$ cat src/rtl/mem_arbiter.sv
// mem_arbiter: shares the single off-chip memory port between instruction fetch and the data cache
module mem_arbiter #(
  parameter int ADDR_W     = 16,
  parameter int DATA_W     = 16,
  parameter int STARVE_LIM = 4
) (
  input  logic              clk,
  input  logic              rst_n,
  input  logic              i_req,
  input  logic [ADDR_W-1:0] i_adr,
  output logic              i_ack,
  output logic [DATA_W-1:0] i_inst,
  input  logic              d_req,
  input  logic              d_we,
  input  logic [ADDR_W-1:0] d_adr,
  input  logic [DATA_W-1:0] d_wdata,
  output logic              d_ack,
  output logic [DATA_W-1:0] d_rdata,
  output logic              mem_req,
  output logic              mem_we,
  output logic [ADDR_W-1:0] mem_adr,
  output logic [DATA_W-1:0] mem_wdata,
  input  logic [DATA_W-1:0] mem_rdata,
  input  logic              mem_ready,
  output logic              busy
);
  localparam int CW = ($clog2(STARVE_LIM + 1) < 3) ? 3 : $clog2(STARVE_LIM + 1);
  localparam logic [CW-1:0] LIM = CW'(STARVE_LIM);
  typedef enum logic [2:0] {IDLE, BUSY_I, BUSY_D, DONE_I, DONE_D} state_t;
  state_t            state_q, state_d;
  logic [CW-1:0]     starve_q, starve_d;
  logic              mem_req_q, mem_req_d;
  logic              mem_we_q, mem_we_d;
  logic [ADDR_W-1:0] mem_adr_q, mem_adr_d;
  logic [DATA_W-1:0] mem_wdata_q, mem_wdata_d;
  logic [DATA_W-1:0] i_inst_q, i_inst_d;
  logic [DATA_W-1:0] d_rdata_q, d_rdata_d;
  logic              i_ack_q, i_ack_d;
  logic              d_ack_q, d_ack_d;
  logic              busy_q, busy_d;
  logic              gnt_d;
  // Arbitration, transaction sequencing and next values of every registered output
  always_comb begin
    state_d     = state_q;
    starve_d    = starve_q;
    mem_we_d    = mem_we_q;
    mem_adr_d   = mem_adr_q;
    mem_wdata_d = mem_wdata_q;
    i_inst_d    = i_inst_q;
    d_rdata_d   = d_rdata_q;
    gnt_d       = d_req && (!i_req || starve_q < LIM);
    case (state_q)
      IDLE: begin
        if (gnt_d) begin
          state_d     = BUSY_D;
          mem_we_d    = d_we;
          mem_adr_d   = d_adr;
          mem_wdata_d = d_wdata;
          starve_d    = (i_req && starve_q != LIM) ? starve_q + 1'b1 : starve_q;
        end else if (i_req) begin
          state_d   = BUSY_I;
          mem_we_d  = 1'b0;
          mem_adr_d = i_adr;
          starve_d  = '0;
        end
      end
      BUSY_I: begin
        state_d  = mem_ready ? DONE_I : BUSY_I;
        i_inst_d = mem_ready ? mem_rdata : i_inst_q;
      end
      BUSY_D: begin
        state_d   = mem_ready ? DONE_D : BUSY_D;
        d_rdata_d = (mem_ready && !mem_we_q) ? mem_rdata : d_rdata_q;
      end
      default: state_d = IDLE;
    endcase
    mem_req_d = (state_d == BUSY_I) || (state_d == BUSY_D);
    i_ack_d   = state_d == DONE_I;
    d_ack_d   = state_d == DONE_D;
    busy_d    = state_d != IDLE;
  end
  // State and output registers; reset abandons any in-flight transaction without an ack
  always_ff @(posedge clk) begin
    if (!rst_n) begin
      state_q     <= IDLE;
      starve_q    <= '0;
      mem_req_q   <= 1'b0;
      mem_we_q    <= 1'b0;
      mem_adr_q   <= '0;
      mem_wdata_q <= '0;
      i_inst_q    <= '0;
      d_rdata_q   <= '0;
      i_ack_q     <= 1'b0;
      d_ack_q     <= 1'b0;
      busy_q      <= 1'b0;
    end else begin
      state_q     <= state_d;
      starve_q    <= starve_d;
      mem_req_q   <= mem_req_d;
      mem_we_q    <= mem_we_d;
      mem_adr_q   <= mem_adr_d;
      mem_wdata_q <= mem_wdata_d;
      i_inst_q    <= i_inst_d;
      d_rdata_q   <= d_rdata_d;
      i_ack_q     <= i_ack_d;
      d_ack_q     <= d_ack_d;
      busy_q      <= busy_d;
    end
  end
  assign mem_req   = mem_req_q;
  assign mem_we    = mem_we_q;
  assign mem_adr   = mem_adr_q;
  assign mem_wdata = mem_wdata_q;
  assign i_inst    = i_inst_q;
  assign d_rdata   = d_rdata_q;
  assign i_ack     = i_ack_q;
  assign d_ack     = d_ack_q;
  assign busy      = busy_q;
endmodule

$ cat config.mk
export PLATFORM = sky130hd
export DESIGN_NAME = mem_arbiter
export DESIGN_NICKNAME = d
export VERILOG_FILES = /design/src/rtl/mem_arbiter.sv
export SDC_FILE = /design/constraint.sdc
export NUM_CORES = 1
export LEC_CHECK = 0
export ABC_AREA = 1
export BUFFER_PORTS_ARGS = -buffer_cell sky130_fd_sc_hd__buf_4
export CORE_MARGIN = 2
export CORE_UTILIZATION = 42
export DETAILED_ROUTE_END_ITERATION = 7
export GPL_ROUTABILITY_DRIVEN = 0
export PLACE_DENSITY = 0.73
export SKIP_LAST_GASP = 1
export SYNTH_ARGS = -nofsm -noshare
export SYNTH_HDL_FRONTEND = slang
export SYNTH_SLANG_ARGS = --single-unit
$ cat constraint.sdc
create_clock -name clk -period 2.4 [get_ports clk]
set_input_delay 0.48 -clock clk [delete_from_list [all_inputs] [get_ports clk]]
set_output_delay 0.48 -clock clk [all_outputs]
set_load 0.02 [all_outputs]
==> summary.md <==
| Metric | Value |
|---|---|
| Post-synthesis mux area share | 0 |
| Post-layout min period | about 1.7 ns |
| Seq. cell area | 0.001501 mm^2 |
| CP Class | flop to flop |
| Fmax | 594.8 MHz |
| EDFF count, synth | 0 |
| Status | complete, no violations |
| Skew-Pair Late Insertion Delay | between 0.3 and 0.4 ns |
| Pre-CTS WS | approximately 0.41 ns |
| # rows | 30 |
| Yosys cell types | 25 |
| CTS Sinks | 75 |
| Synthesized cell area | roughly 0.003 mm^2 |
| Avg Cell Area, Syn | approximately 7.7 um^2 |
| CTS clk-pin slew, worst paths | 0.07 ns |
| Antenna viol nets, final | 0 |
| Compound-Gate Fraction of Synth Area | 0.1160 |
| Fin crit share | 0.7005 |
| Initial antenna violation count | 0 |
| Worst-path maximum fanout | 18 |
| Worst setup SP type | flop |
| Post-CTS setup buffers | 0 |
| Share of layout cells above drive strength 1 | 0.3333 |
| DR vias/cell | about 4.6 |
| Number of max-cap violations | 0 |
| Setup TNS | 0 ns |
| Worst setup margin | a little over 0.7 ns |
| Max-slew violation count | 0 |
| Simple-gate share of the synthesized area | 0.3141 |
| Synth Instances | 390 |
| Final setup fails | 0 |
| Clock buffer depth | 2 |
| CP Capture Type | flop |
| Hold-fix buffers at CTS | 0 |
| Root buffer selected by CTS | clkbuf_8 |
| Async SR Flop Fraction | 0 |
| I/O Pins | 139 |
| Combinational family with the most area after synthesis | simple AND/OR/NAND/NOR gates |
| Multi-input logic area | around 0.0013 mm^2 |
| CTS H-tree lvls | 3 |
| Critical path data arrival time | a little under 2 ns |
| Worst clock skew | approximately 0.0055 ns |
| Seq/Total Area, Yosys | 0.5006 |
| DRC violations left | 0 |
| PD cells | roughly 750 mW/mm^2 |
| Synth-to-layout area growth | 41.59% |
| Gr ovfl total | 0 |
| DRT Pass-1 Iters | 4 |
| Top_reg_cell synth | dfxtp_1 |
| Fin. Hold Viols | 0 |
| Static Leakage | 2.089 nW |
| DRT Wirelength | 7.624 mm |
| Number of global-route vias before repair | ~2.7k |
| Wire length per cell | ~12 um |
| Post-Synth Adder-Cell Area | 0.008344 |
| RSZ-0062 raised after global routing | false |
| Largest net degree at the start of global routing | 42 |
| VDD IR max | between 400 and 500 uV |
| Die X | about 89 um |
| NumNets Final | 593 |
| CORE AREA | 0.006869 mm^2 |
| First-pass GRT wire length | 12.06 mm |
| DIE HEIGHT | between 80 and 90 um |
| First-iteration detailed-routing DRC count | about 120 |
| Total CTS buffers | 9 |
| Fill cells | between 600 and 700 |
| Worst Hold Class | input pin to flop |
| CTS resizes | 0 |
| Syn nets | between 400 and 500 |
| Port bufs | ~140 |
| Starting density of the core | 0.4366 |
| Synth Warn # | 0 |
| Total GRT Usage | 0.1981 |
| Headroom to the max-slew limit | 0.6665 |
| Least-Margin Pin Slew | ~0.50 ns |
| CP required | between 2 and 3 ns |
| Total number of vias | ~2.9k |
| Number of diodes | 0 |
| Post-DP HPWL | approximately 5.5 mm |
| Synth Register Bits | between 70 and 80 |
| Post-Synth XOR/XNOR Area | 0.002920 |
| TritonCTS clock tree | yes |
| Die ar. | ~0.008 mm^2 |
## worst paths after layout
kind	start	endpoint	slack, ns	cells after the start
hold reg to reg	starve_q[2]	starve_q[2]	0.47	2
hold / removal	d_wdata[4]	mem_wdata[4]	0.36	3
setup / recovery	starve_q[2]	mem_adr[3]	0.72	5
setup reg to reg	starve_q[2]	mem_adr[3]	0.72	5
## critical path: stages, from the launching register on
cell     delay (ns)
dfxtp_1        0.32
nand2_2        0.26
nand4_2        0.48
nand2_4        0.37
nor2_1         0.07
nor2_1         0.11
## report_power, final
group          switching, mW  internal, mW  leakage, nW  total, mW
combinational          0.444         0.323         1.38      0.767
clock                  0.437         0.529       0.0974      0.967
sequential            0.0702          1.37        0.616       1.44
total                  0.951          2.22         2.09       3.17
## Yosys cell counts, types with 3 or more instances
master | count | area [um^2]
buf_2 | 4 | 20.02
buf_6 | 5 | 56.30
clkbuf_1 | 8 | 30.03
dfxtp_1 | 75 | 1501
inv_1 | 8 | 30.03
inv_2 | 5 | 18.77
nand2_1 | 42 | 157.7
nand3_1 | 17 | 85.08
nor2_1 | 138 | 518.0
nor2_8 | 3 | 60.06
o21ai_0 | 48 | 240.2
o21ai_1 | 17 | 85.08
## registers in the layout, summed over array words and instances, names as in the netlist, 3 cells and up
register	count
state_q	3
mem_adr	16
i_inst	16
mem_wdata	16
starve_q	3
d_rdata	16
## layout by cell type, fill, tap and decap left out, drive strengths merged
cell	synthesis	routed
ha	2	2
nor2	143	143
bufinv	0	1
clkinv	0	1
inv	13	13
xor2	1	1
nor3	1	1
clkinvlp	0	2
a21oi	3	3
nand3	19	19
dfxtp	75	75
o21ai	65	65
buf	12	140
clkbuf	8	11
nand4	2	2
nand2	46	46
## stage by stage
| step | instance area, um^2 | std cells | util | power, mW | hold slack (ns) |
|---|---|---|---|---|---|
| 6_report | 4247 | 621 | 0.6182 | 3.172 | 0.3632 |
| 5_1_grt | 4247 | 621 | 0.6182 | 3.343 | 0.3389 |
| 4_1_cts | 4247 | 621 | 0.6182 | 3.209 | 0.3476 |
| 3_5_place_dp | 4045 | 606 | 0.5889 | 2.239 | 0.4592 |
| 3_3_place_gp | 4045 | 606 | 0.5889 | 2.224 | 0.4588 |
| 2_1_floorplan | 2999 | 390 | - | 1.924 | 0.4379 |
## cell families (layout without fill, tap and decap cells)
| family | Yosys count | count (layout) |
|---|---|---|
| fa+ha+maj | 2 | 2 |
| compound gates | 68 | 68 |
| flops | 75 | 75 |
| simple gates | 211 | 211 |
| buf+inv | 33 | 168 |
| xor+xnor | 1 | 1 |
## per-layer routing
metal / up-vias / share of wire / track usage
met5: - / 0 / 0
met4: 0 / 0.0083 / 0.04270
met3: 6 / 0.075 / 0.07929
met2: 89 / 0.48 / 0.3411
met1: 1282 / 0.44 / 0.2339
li1: 1506 / - / -
## area by class of cell
type                    instances  area share
clock buffers                  11     0.03565
clock inverters                 4     0.01179
inverters                      13     0.01149
multi-input cells             282      0.3117
flip-flops and latches         75      0.3536
well taps                      96     0.02829
repair buffers                140      0.2475
(Power assumes the default switching activity.)
